--- src/rtl/rr_mux_arb_pkg.sv ---
// Shared encodings for the round-robin 2:1 channel arbiter.
// The FSM state values and the beat-counter width live here so every file agrees on them.
package rr_mux_arb_pkg;

    typedef enum logic [1:0] {
        IDLE   = 2'd0,
        GRANT0 = 2'd1,
        GRANT1 = 2'd2
    } state_t;

    localparam int CNT_W = 4;

    typedef struct packed {
        logic valid;
        logic idx;
    } pick_t;

    function automatic logic [1:0] idx2gnt(input logic idx);
        return idx ? 2'b10 : 2'b01;
    endfunction

    function automatic state_t idx2state(input logic idx);
        return idx ? GRANT1 : GRANT0;
    endfunction

endpackage

--- src/rtl/rr_mux_arbiter_pick.sv ---
// rr_pick: combinational two-way round-robin picker.
// On a tie the requester that is not `last` wins; a lone requester always wins.
module rr_pick
    import rr_mux_arb_pkg::*;
(
    input  logic [1:0] req,
    input  logic       last,
    output logic       pick_valid,
    output logic       pick_idx
);

    pick_t p;

    always_comb begin
        p.valid = |req;
        p.idx   = (req == 2'b11) ? ~last : req[1];
    end

    assign pick_valid = p.valid;
    assign pick_idx   = p.idx;

endmodule

--- src/rtl/rr_mux_arbiter.sv ---
// rr_mux_arbiter: round-robin FSM driving a registered valid/ready 2:1 channel, BURST beats per grant.
// Optional macro RR_MUX_ARB_LOCK_EN adds a lock input that lets the owner exceed the BURST limit.
module rr_mux_arbiter
    import rr_mux_arb_pkg::*;
#(
    parameter int W     = 2,
    parameter int BURST = 4
) (
    input  logic         clk,
    input  logic         rst_n,
    input  logic [1:0]   req,
    input  logic [W-1:0] data0,
    input  logic [W-1:0] data1,
`ifdef RR_MUX_ARB_LOCK_EN
    input  logic [1:0]   lock,
`endif
    output logic [1:0]   ack,
    output logic [1:0]   gnt,
    output logic         out_valid,
    output logic [W-1:0] out_data,
    input  logic         out_ready
);

    state_t           state;
    logic             last;
    logic [CNT_W-1:0] cnt;

    logic       slot_free;
    logic       own;
    logic       acked;
    logic       locked;
    logic       at_limit;
    logic       rel;
    logic       pick_valid;
    logic       pick_idx;
    logic [1:0] lock_w;

`ifdef RR_MUX_ARB_LOCK_EN
    assign lock_w = lock;
`else
    assign lock_w = 2'b00;
`endif

    assign slot_free = !out_valid || out_ready;
    assign own       = (state == GRANT1);

    always_comb begin
        ack = 2'b00;
        if (state == GRANT0) ack[0] = req[0] && slot_free;
        if (state == GRANT1) ack[1] = req[1] && slot_free;
    end

    assign acked    = |ack;
    assign locked   = lock_w[own];
    assign at_limit = (cnt == CNT_W'(BURST - 1));

    // Owner gives up the channel when it stops requesting or spends its last beat.
    assign rel = (state != IDLE) && (!req[own] || (acked && at_limit && !locked));

    // In a grant state last equals the owner, so one picker serves IDLE and release.
    rr_pick u_pick (
        .req        (req),
        .last       (last),
        .pick_valid (pick_valid),
        .pick_idx   (pick_idx)
    );

    always_ff @(posedge clk or negedge rst_n) begin
        if (!rst_n) begin
            state     <= IDLE;
            gnt       <= 2'b00;
            last      <= 1'b1;
            cnt       <= '0;
            out_valid <= 1'b0;
            out_data  <= '0;
        end else begin
            if (acked) begin
                out_data  <= own ? data1 : data0;
                out_valid <= 1'b1;
            end else if (out_valid && out_ready) begin
                out_valid <= 1'b0;
            end

            if (state == IDLE || rel) begin
                cnt <= '0;
                if (pick_valid) begin
                    state <= idx2state(pick_idx);
                    gnt   <= idx2gnt(pick_idx);
                    last  <= pick_idx;
                end else begin
                    state <= IDLE;
                    gnt   <= 2'b00;
                end
            end else if (acked && !(locked && at_limit)) begin
                // A locked owner parks the counter at the limit instead of wrapping.
                cnt <= cnt + 1'b1;
            end
        end
    end

endmodule

--- config.mk ---
export PLATFORM = sky130hd
export DESIGN_NAME = rr_mux_arbiter
export DESIGN_NICKNAME = d
export VERILOG_FILES = /design/src/rtl/rr_mux_arb_pkg.sv /design/src/rtl/rr_mux_arbiter_pick.sv /design/src/rtl/rr_mux_arbiter.sv
export SDC_FILE = /design/constraint.sdc
export NUM_CORES = 1
export LEC_CHECK = 0
export ABC_AREA = 1
export CORE_AREA = 3 3 45 47
export CTS_BUF_LIST = sky130_fd_sc_hd__clkbuf_8
export CTS_CLUSTER_SIZE = 12
export DETAILED_ROUTE_END_ITERATION = 7
export DIE_AREA = 0 0 48 50
export MAX_ROUTING_LAYER = met4
export SETUP_SLACK_MARGIN = 0.1
export SLEW_MARGIN = 20
export SYNTH_ARGS = -nofsm -noshare
export SYNTH_HDL_FRONTEND = slang
export SYNTH_SLANG_ARGS = --single-unit
export TNS_END_PERCENT = 5
--- constraint.sdc ---
create_clock -name clk -period 1.1 [get_ports clk]
set_input_delay 0.22 -clock clk [delete_from_list [all_inputs] [get_ports clk]]
set_output_delay 0.22 -clock clk [all_outputs]
set_load 0.03 [all_outputs]
Word level (Yosys, flattened, before mapping)
Index checks and enable logic that the tools add are counted.
- output and inout port bits: 7
- bits of input ports: 9
- logic and storage cells: 47
- register bits: 10
- $add $sub $neg: 1
- bitwise logic cells: 1
- muxes and demuxes: 13
- magnitude comparators: 1
- reduce and logical (&&, ||, !) cells: 22
- equal/unequal tests: 4
- operators by type and width (cell ; count):
    logical AND 1 bit ; 8
    two-way mux 1 bit ; 8
    two-way mux 4 bit ; 2
    two-way mux 2 bit ; 3
    nonzero test 2 bit ; 3
    adder 4 x 1 -> 4 bit (second input constant) ; 1
    == test 2 bit (second input constant) ; 2
    == test 4 x 2 -> 1 bit (second input constant) ; 1
    logical NOT 1 bit ; 4
    OR reduction 2 bit ; 2
    logical OR 1 bit ; 3
    == test 2 x 1 -> 1 bit (second input constant) ; 1
    logical NOT 2 bit ; 1
    < comparator 1 x 2 -> 1 bit (second input constant) ; 1
    AND reduction 2 bit ; 1
    NOT 1 bit ; 1

Depth between registers and ports, before layout
Gate-level depths: netlist of the first run.
- depth in word-level cells: 11
- gate-level depth with buffers: 8
- mapped depth without buffers: 8

Cells and area by module
A second synthesis of the first run with hierarchy kept.
- cells, all modules: 69
- area total of the unflattened synthesis: 575.6 um^2
- by module, submodules not included (module ; instances ; area an instance (um^2) ; sequential area each (um^2) ; cells an instance):
    rr_mux_arbiter ; 1 ; 560.5 ; 251.5 ; 66
    rr_pick ; 1 ; 15.0 ; 0.0 ; 3

Worst setup path before layout of the first run
OpenSTA, ideal clock, no wires.
- path type: flip-flop to flip-flop
- from: register state[1]
- to: register state[0]
- path slack: -0.260 ns
- data required time: 0.976 ns
- path buffers: 0
- stages on the path, launching flop included: 8
- period minus slack after synthesis: 1.360 ns
- library setup time: 0.124 ns
- arrival: 1.237 ns
- cells stage by stage: dfrtp_1 inv_1 nor2_4 nand3_2 nand3_2 nand2_4 nand2_1 o21ai_2
- cells in the longest elaborated chain, start to end: 8
- elaborated cells on any way between the ends: 15
- classes of those cells: eq/ne: 2; mux: 4; reduce/logical: 9
- RTL lines (item ; RTL line ; RTL):
    start: declaration ; rr_mux_arbiter.sv:24 ; state_t state;
    start signal: assignment ; rr_mux_arbiter.sv:87 ; state <= idx2state(pick_idx);
    == test 2 x 1 -> 1 bit or == test 2 bit (tied branches) ; rr_mux_arbiter.sv:49, rr_mux_arbiter.sv:45, rr_mux_arbiter.sv:50 ;
    two-way mux 1 bit (on tied branches) ; rr_mux_arbiter.sv:49, rr_mux_arbiter.sv:50 ;
    OR reduction 2 bit ; rr_mux_arbiter.sv:53 ; assign acked = |ack;
    logical AND 1 bit (2 in series) ; rr_mux_arbiter.sv:58 ; assign rel = (state != IDLE) && (!req[own] || (acked && at_limit && !locked));
    logical OR 1 bit ; rr_mux_arbiter.sv:58 ;
    logical AND 1 bit ; rr_mux_arbiter.sv:58 ;
    logical OR 1 bit * ; rr_mux_arbiter.sv:84 ; if (state == IDLE || rel) begin
Every way passes the cells marked *; elsewhere a longest branch is shown, timed or not. The select of a mux whose other input is x is not followed.
A chain may end at the register's enable or synchronous reset.

Worst setup path in the final report of the first run
- from: register state[1]
- to: output port ack[1]
- cells in the longest elaborated chain, start to end: 2
- RTL lines (item ; RTL line ; RTL):
    == test 2 bit ; rr_mux_arbiter.sv:50 ; if (state == GRANT1) ack[1] = req[1] && slot_free;
    two-way mux 1 bit ; rr_mux_arbiter.sv:50 ;
    end: declaration ; rr_mux_arbiter.sv:17 ; output logic [1:0] ack,
Every way passes these cells.

==> flow_summary.ini, run 1 <==
[global_route]
grt_antenna_before_repair = 0
grt_overflow = 0
grtUsageTotal_pct = 15.0
grt_pass1_vias = 575
grt_max_degree = 11
grt_pass1_wl_um = 2480

[layout]
nets = 115
antenna_cells = 0
final_cell_mix = nand2_1, buf_4, inv_1, buf_6
drive_gt1_share_pct = 46.2
syn_to_final_growth_pct = 63.9
fin_cells = 121

[drt]
wire_per_inst_um = 10.8
final_antenna_net_count = 0
first_pass_iters = 3
drcViolationCount = 0
drt_iter0_markers = 5
wirelength_um = 1310
num_vias = 556
avgViaCountPerCell = 4.60

[worst_setup_path]
cp.required_ns = 0.88
worstPathMaxFanout = 4
cp.arrival_ns = 1.06
crit_start = state[1]
crit_type = register to primary output
cp-endpoint = ack[1]
rr_startpoint = state[1]
max_stage_delay_ns = 0.39
rrSetupSlack_ns = -0.13
reg2reg_depth = 8
path_common_cell = inv_2
crit_chain = inv_2, nor2_4, nand3_4, inv_2, buf_6
critPathCaptureType = primary output
startpoint_type = register
r2r-end = cnt[0]
crit_path_top_delay_cell = dfrtp_2

[timing]
max_freq_mhz = 781
relSlewSlack_pct = 86.8
maxSlewViolCount = 0
hold_violations = 0
finalSetupTns_ns = -1.45
skew_ns = 0.00252
finalWorstSetupSlack_ns = -0.180
finalCritPeriodShare_pct = 116
worst_slew_pin_slew_ns = 0.196
min_period_ns = 1.28
rsz0062_at_grt = true
setup_viol = 13

[run_status]
violations = negative setup slack
status = complete, but fails checks

[placed_design]
dp_hpwl_um = 1020
io_buffers = 15
gp_congestion = 0.821
dp_cells = 114

[pwr]
p_leak_nw = 0.461
switching_share_pct = 41.0
pwr-share-clk_pct = 19.9
seq_power_share_pct = 26.7
p_per_area_nw_per_um2 = 2550
vdd_drop_max_uv = 1300
p_sw_mw = 0.978
combPwrFrac_pct = 53.4
internal-power_mw = 1.41

[yosys]
synth_area_leaders = dfrtp_1, nand2_1, inv_1
synth-simple-area-share_pct = 37.2
synthCells = 72
synth_area_um2 = 572
ys_types = 17
synth_top_cell_by_area = dfrtp_1
synth_top_area_share_pct = 39.4
synthAdderAreaFrac_pct = 2.19
synth.net_count = 82
synth_seq_cells = 10
ys_warn_count = 0
synth_top_family_by_area = simple AND/OR/NAND/NOR gates
synth-compound-area-share_pct = 9.41
synth-seq-area-share_pct = 44.0
synth_xor_xnor_area_share_pct = 0
synthMuxAreaShare_pct = 0
syn_area_per_cell_um2 = 7.94

[cts]
cts_tree = built
clockRootBuffer = clkbuf_8
numCtsBuffers = 3
cts.htree.levels = 1
clock_path_buffers = 2
clkLatencyLatePin_ns = 0.24
clkTransAtPathRegs_ns = 0.05
clock-sinks = 10

[die]
start_util_pct = 33.9
core_area_um2 = 1690
num_rows = 15
dieWidth_um = 48
ioPinCount = 16
dieArea_um2 = 2400
die_h_um = 50

[flow_run]
cap_violations = 0

[worst_hold_path]
hp-class = primary input to asynchronous set/reset pin
[per-layer routing]
layer	GRT usage [%]	vias up	part of all wire, %
met5	-	-	0
met2	22.7	11	51
met1	18.4	251	42
met3	3.28	5	4.7
met4	6.73	0	2.4
li1	-	289	-
[through the flow]
| stage | instance area, um^2 | setup slack [ns] | util, % | hold slack, ns | power (mW) |
|---|---|---|---|---|---|
| 2_1_floorplan | 596 | -0.114 | - | -0.0756 | 1.37 |
| 3_3_place_gp | 825 | -0.384 | 48.8 | 0.459 | 1.77 |
| 3_5_place_dp | 825 | -0.390 | 48.8 | 0.466 | 1.79 |
| 4_1_cts | 937 | -0.197 | 55.5 | 0.284 | 2.43 |
| 5_1_grt | 937 | -0.258 | 55.5 | 0.303 | 2.59 |
| 6_report | 937 | -0.180 | 55.5 | 0.277 | 2.39 |
[power groups by stage]
stage                     Combinational [mW]  Clock (mW)  Sequential (mW)
after detailed placement                1.15           0            0.639
after global placement                  1.13           0            0.639
final                                   1.27       0.474            0.638
after floorplan                        0.570           0            0.800
after global routing                    1.42       0.515            0.654
after CTS                               1.30       0.488            0.642
[cells in the mapped netlist, drive strengths merged]
| library cell | count |
|---|---|
| a21oi | 2 |
| dfrtp | 9 |
| o21ai | 5 |
| o21a | 2 |
| dfstp | 1 |
| nand2 | 21 |
| or2 | 1 |
| inv | 11 |
| nor2 | 10 |
| nand3 | 9 |
| ha | 1 |
[critical path: cells and delay by family (launching register included)]
kind	cells	cell delay [ns]
buf+inv	3	0.22
flops	1	0.39
simple gates	2	0.20
[what timing repair did]
action	in CTS	in global routing
endpoints found under the setup margin	16	17
buffers inserted	3	0
hold buffers	0	0
resized for setup	14	1
pin swaps	2	0
[registers in the layout, indices dropped and copies added, names as in the netlist]
register and flops:
cnt 4, out_valid 1, state 2, last 1, out_data 2
[cells by family after synthesis]
kind of cell,count (synthesis)
adders and majority gates,1
buffers and inverters,11
and+or+nand+nor,41
DFF,10
AOI/OAI and AO/OA,9
[worst min path at each step]
| stage | start | endpoint | slack [ns] |
|---|---|---|---|
| floorplan | rst_n | cnt[0] | -0.08 |
| global placement | last | last | 0.46 |
| detailed placement | last | last | 0.47 |
| CTS | rst_n | out_valid | 0.28 |
| global route | rst_n | out_valid | 0.30 |
| finish | rst_n | state[0] | 0.28 |
[area by class of cell]
| cell class | count | area (um^2) |
|---|---|---|
| clock buffers | 4 | 55.1 |
| fillers | 161 | 752 |
| inverters | 11 | 41.3 |
| multi-input cells | 51 | 307 |
| flip-flops and latches | 10 | 255 |
| well taps | 17 | 21.3 |
| repair buffers | 28 | 258 |
Power figures use the tool's default switching activity.
==> run 2, diff against run 1 <==
--- a/config.mk
+++ b/config.mk
@@ -5,13 +5,14 @@
 export SDC_FILE = /design/constraint.sdc
 export NUM_CORES = 1
 export LEC_CHECK = 0
-export ABC_AREA = 1
-export CORE_AREA = 3 3 45 47
+export ABC_AREA = 0
+export CORE_AREA = 3 3 46 48
 export CTS_BUF_LIST = sky130_fd_sc_hd__clkbuf_8
 export CTS_CLUSTER_SIZE = 12
 export DETAILED_ROUTE_END_ITERATION = 7
-export DIE_AREA = 0 0 48 50
+export DIE_AREA = 0 0 49 51
 export MAX_ROUTING_LAYER = met4
+export PLACE_DENSITY_LB_ADDON = 0.15
 export SETUP_SLACK_MARGIN = 0.1
 export SLEW_MARGIN = 20
 export SYNTH_ARGS = -nofsm -noshare
==> run 2 against run 1 <==
The flow still finishes with violations (negative setup slack). Critical path depth fell by 1. Sequential power fell by 4.4%. Cell area rose by 7.6%. Global-route usage fell by 2.4 points. Area after synthesis rose by 3.5%. Cell count fell by 5.8%. Largest cell class unchanged.
==> flow_summary.ini, run 2 <==
[worst_setup_path]
cp.required_ns = 1.21
rrSetupSlack_ns = -0.31
worstPathMaxFanout = 6
critPathTopFamily = flip-flops
max_stage_delay_ns = 0.45
startpoint_type = register
critPathCaptureType = register
crit_start = state[1]
crit_type = register to register
rr_startpoint = state[1]
crit_buf_inv = 0
path_common_cell = a21oi_4
crit_chain = nand3b_4, a21oi_4, a21oi_4, mux2_4
crit_path_top_delay_cell = dfrtp_2
cp.arrival_ns = 1.53

[timing]
finalWorstSetupSlack_ns = -0.315
relSlewSlack_pct = 82.6
maxSlewViolCount = 0
min_period_ns = 1.41
setup_viol = 14
rsz0062_at_grt = true
hold_violations = 0
max_freq_mhz = 707
worst_slew_pin_slew_ns = 0.261
finalCritPeriodShare_pct = 129
skew_ns = 0.00122
finalSetupTns_ns = -2.92
timing.hold.ws_ns = 0.283

[placed_design]
place_area_um2 = 898
io_buffers = 15
gp_congestion = 0.770
dp_hpwl_um = 1090

[pwr]
total_power_mw = 2.35
p_leak_nw = 0.507
p_per_area_nw_per_um2 = 2330
vdd_drop_max_uv = 1480

[yosys]
synth_common_cells = dfrtp_1, nor2_1, a21oi_1, mux2i_1
synth_top_cell_by_area = dfrtp_1
synth_seq_cells = 10
yosysMostFrequentCell = dfrtp_1
ys_warn_count = 0
synth.net_count = 63
ys_types = 27
synthFlopType = dfrtp_1
synth-seq-area-share_pct = 42.5
synth_area_leaders = dfrtp_1, mux2i_1, nand3b_4
syn_area_per_cell_um2 = 11.2
synth_top_area_share_pct = 38.1
synth_edf_count = 0
synthArstFlopShare_pct = 100
synthCells = 53
synth_area_um2 = 592

[layout]
reg.largest.list = cnt x4, out_data x2, state x2
nets = 100
largest_register_ffs = 4
fin_util_pct = 57.8
antenna_cells = 0
syn_to_final_growth_pct = 70.4
final_cell_mix = buf_4, buf_6, dfrtp_1
max_flop_register = cnt
fin_area_um2 = 1010
drive_gt1_share_pct = 51.7
final_common_cell = buf_4

[die]
core_area_um2 = 1750
dieArea_um2 = 2500
ioPinCount = 16
num_rows = 15
die_h_um = 51
start_util_pct = 33.9
dieWidth_um = 49

[cts]
clkLatencyLatePin_ns = 0.23
clockRootBuffer = clkbuf_8
clock-sinks = 10
clkTransAtPathRegs_ns = 0.05
hold_buffers = 0
numCtsBuffers = 3
clock_path_buffers = 2
cts.htree.levels = 1
cts_tree = built

[drt]
first_pass_iters = 4
final_antenna_net_count = 0
avgViaCountPerCell = 4.59
wirelength_um = 1350
drt_iter0_markers = 16
drcViolationCount = 0
num_vias = 523
wire_per_inst_um = 11.9

[run_status]
violations = negative setup slack
status = complete, but fails checks

[flow_run]
cap_violations = 0

[global_route]
grt_pass1_wl_um = 2340
grt_antenna_before_repair = 0
grt_pass1_vias = 547
grt_overflow = 0
grtUsageTotal_pct = 12.6
grt_max_degree = 11

[worst_hold_path]
hp-class = primary input to asynchronous set/reset pin
run 2: power by group:
| group | total (mW) | internal [mW] | switching [mW] |
|---|---|---|---|
| clock | 0.451 | 0.314 | 0.137 |
| combinational | 1.29 | 0.663 | 0.624 |
| sequential | 0.610 | 0.505 | 0.105 |
| total | 2.35 | 1.48 | 0.865 |
run 2: repair_timing:
item / in CTS / in global routing
gates cloned: 0 / 0
buffers inserted: 1 / 0
endpoints found under the setup margin: 15 / 17
pin swaps: 3 / 4
gates resized for setup: 11 / 3
run 2: logic make-up (layout without fill, tap and decap cells):
| family | after synthesis | in the layout | share of synthesized area, % |
|---|---|---|---|
| compound gates | 12 | 12 | 15.0 |
| fa+ha+maj | 1 | 1 | 2.11 |
| buf+inv | 4 | 40 | 3.81 |
| flops | 10 | 10 | 42.5 |
| mux | 6 | 6 | 10.6 |
| simple gates | 20 | 20 | 26.0 |
run 2: final cells by class:
cell class                 instances  area, um^2
clock buffer                       4        55.1
fill                             168         737
inverter                           3        11.3
multi-input combinational         39         362
sequential                        10         254
tap                               25        31.3
timing repair buffer              33         295
run 2: worst reg2reg max path: stages (launching register included):
cell and delay, ns:
dfrtp_2 0.45, nand3b_4 0.19, a21oi_4 0.25, a21oi_4 0.11, mux2_4 0.30
run 2: final timing paths:
path | cells past startpoint | end
max in group asynchronous | 2 | last
max | 4 | state[0]
min reg2reg | 2 | last
min | 2 | out_data[1]
min in group clk | 2 | last
max reg2reg | 4 | state[0]
run 2: metal layers:
metal	up-vias	global-route usage [%]	wire [um]
met5	-	-	0
li1	260	-	-
met4	0	5.69	15
met1	254	13.6	577
met3	2	3.79	41
met2	7	21.5	716
run 2: through the flow:
step / setup slack (ns) / std cells
after floorplan: -0.339 / 53
after global placement: -0.529 / 109
after detailed placement: -0.546 / 109
after CTS: -0.316 / 114
after global routing: -0.403 / 114
final: -0.315 / 114
==> run 3, diff against run 2 <==
--- a/config.mk
+++ b/config.mk
@@ -13,7 +13,7 @@
 export DIE_AREA = 0 0 49 51
 export MAX_ROUTING_LAYER = met4
 export PLACE_DENSITY_LB_ADDON = 0.15
-export SETUP_SLACK_MARGIN = 0.1
+export SETUP_SLACK_MARGIN = 0.3
 export SLEW_MARGIN = 20
 export SYNTH_ARGS = -nofsm -noshare
 export SYNTH_HDL_FRONTEND = slang
==> results of run 3 <==
No change in the layout: final DEF, timing and power equal those of run 2.
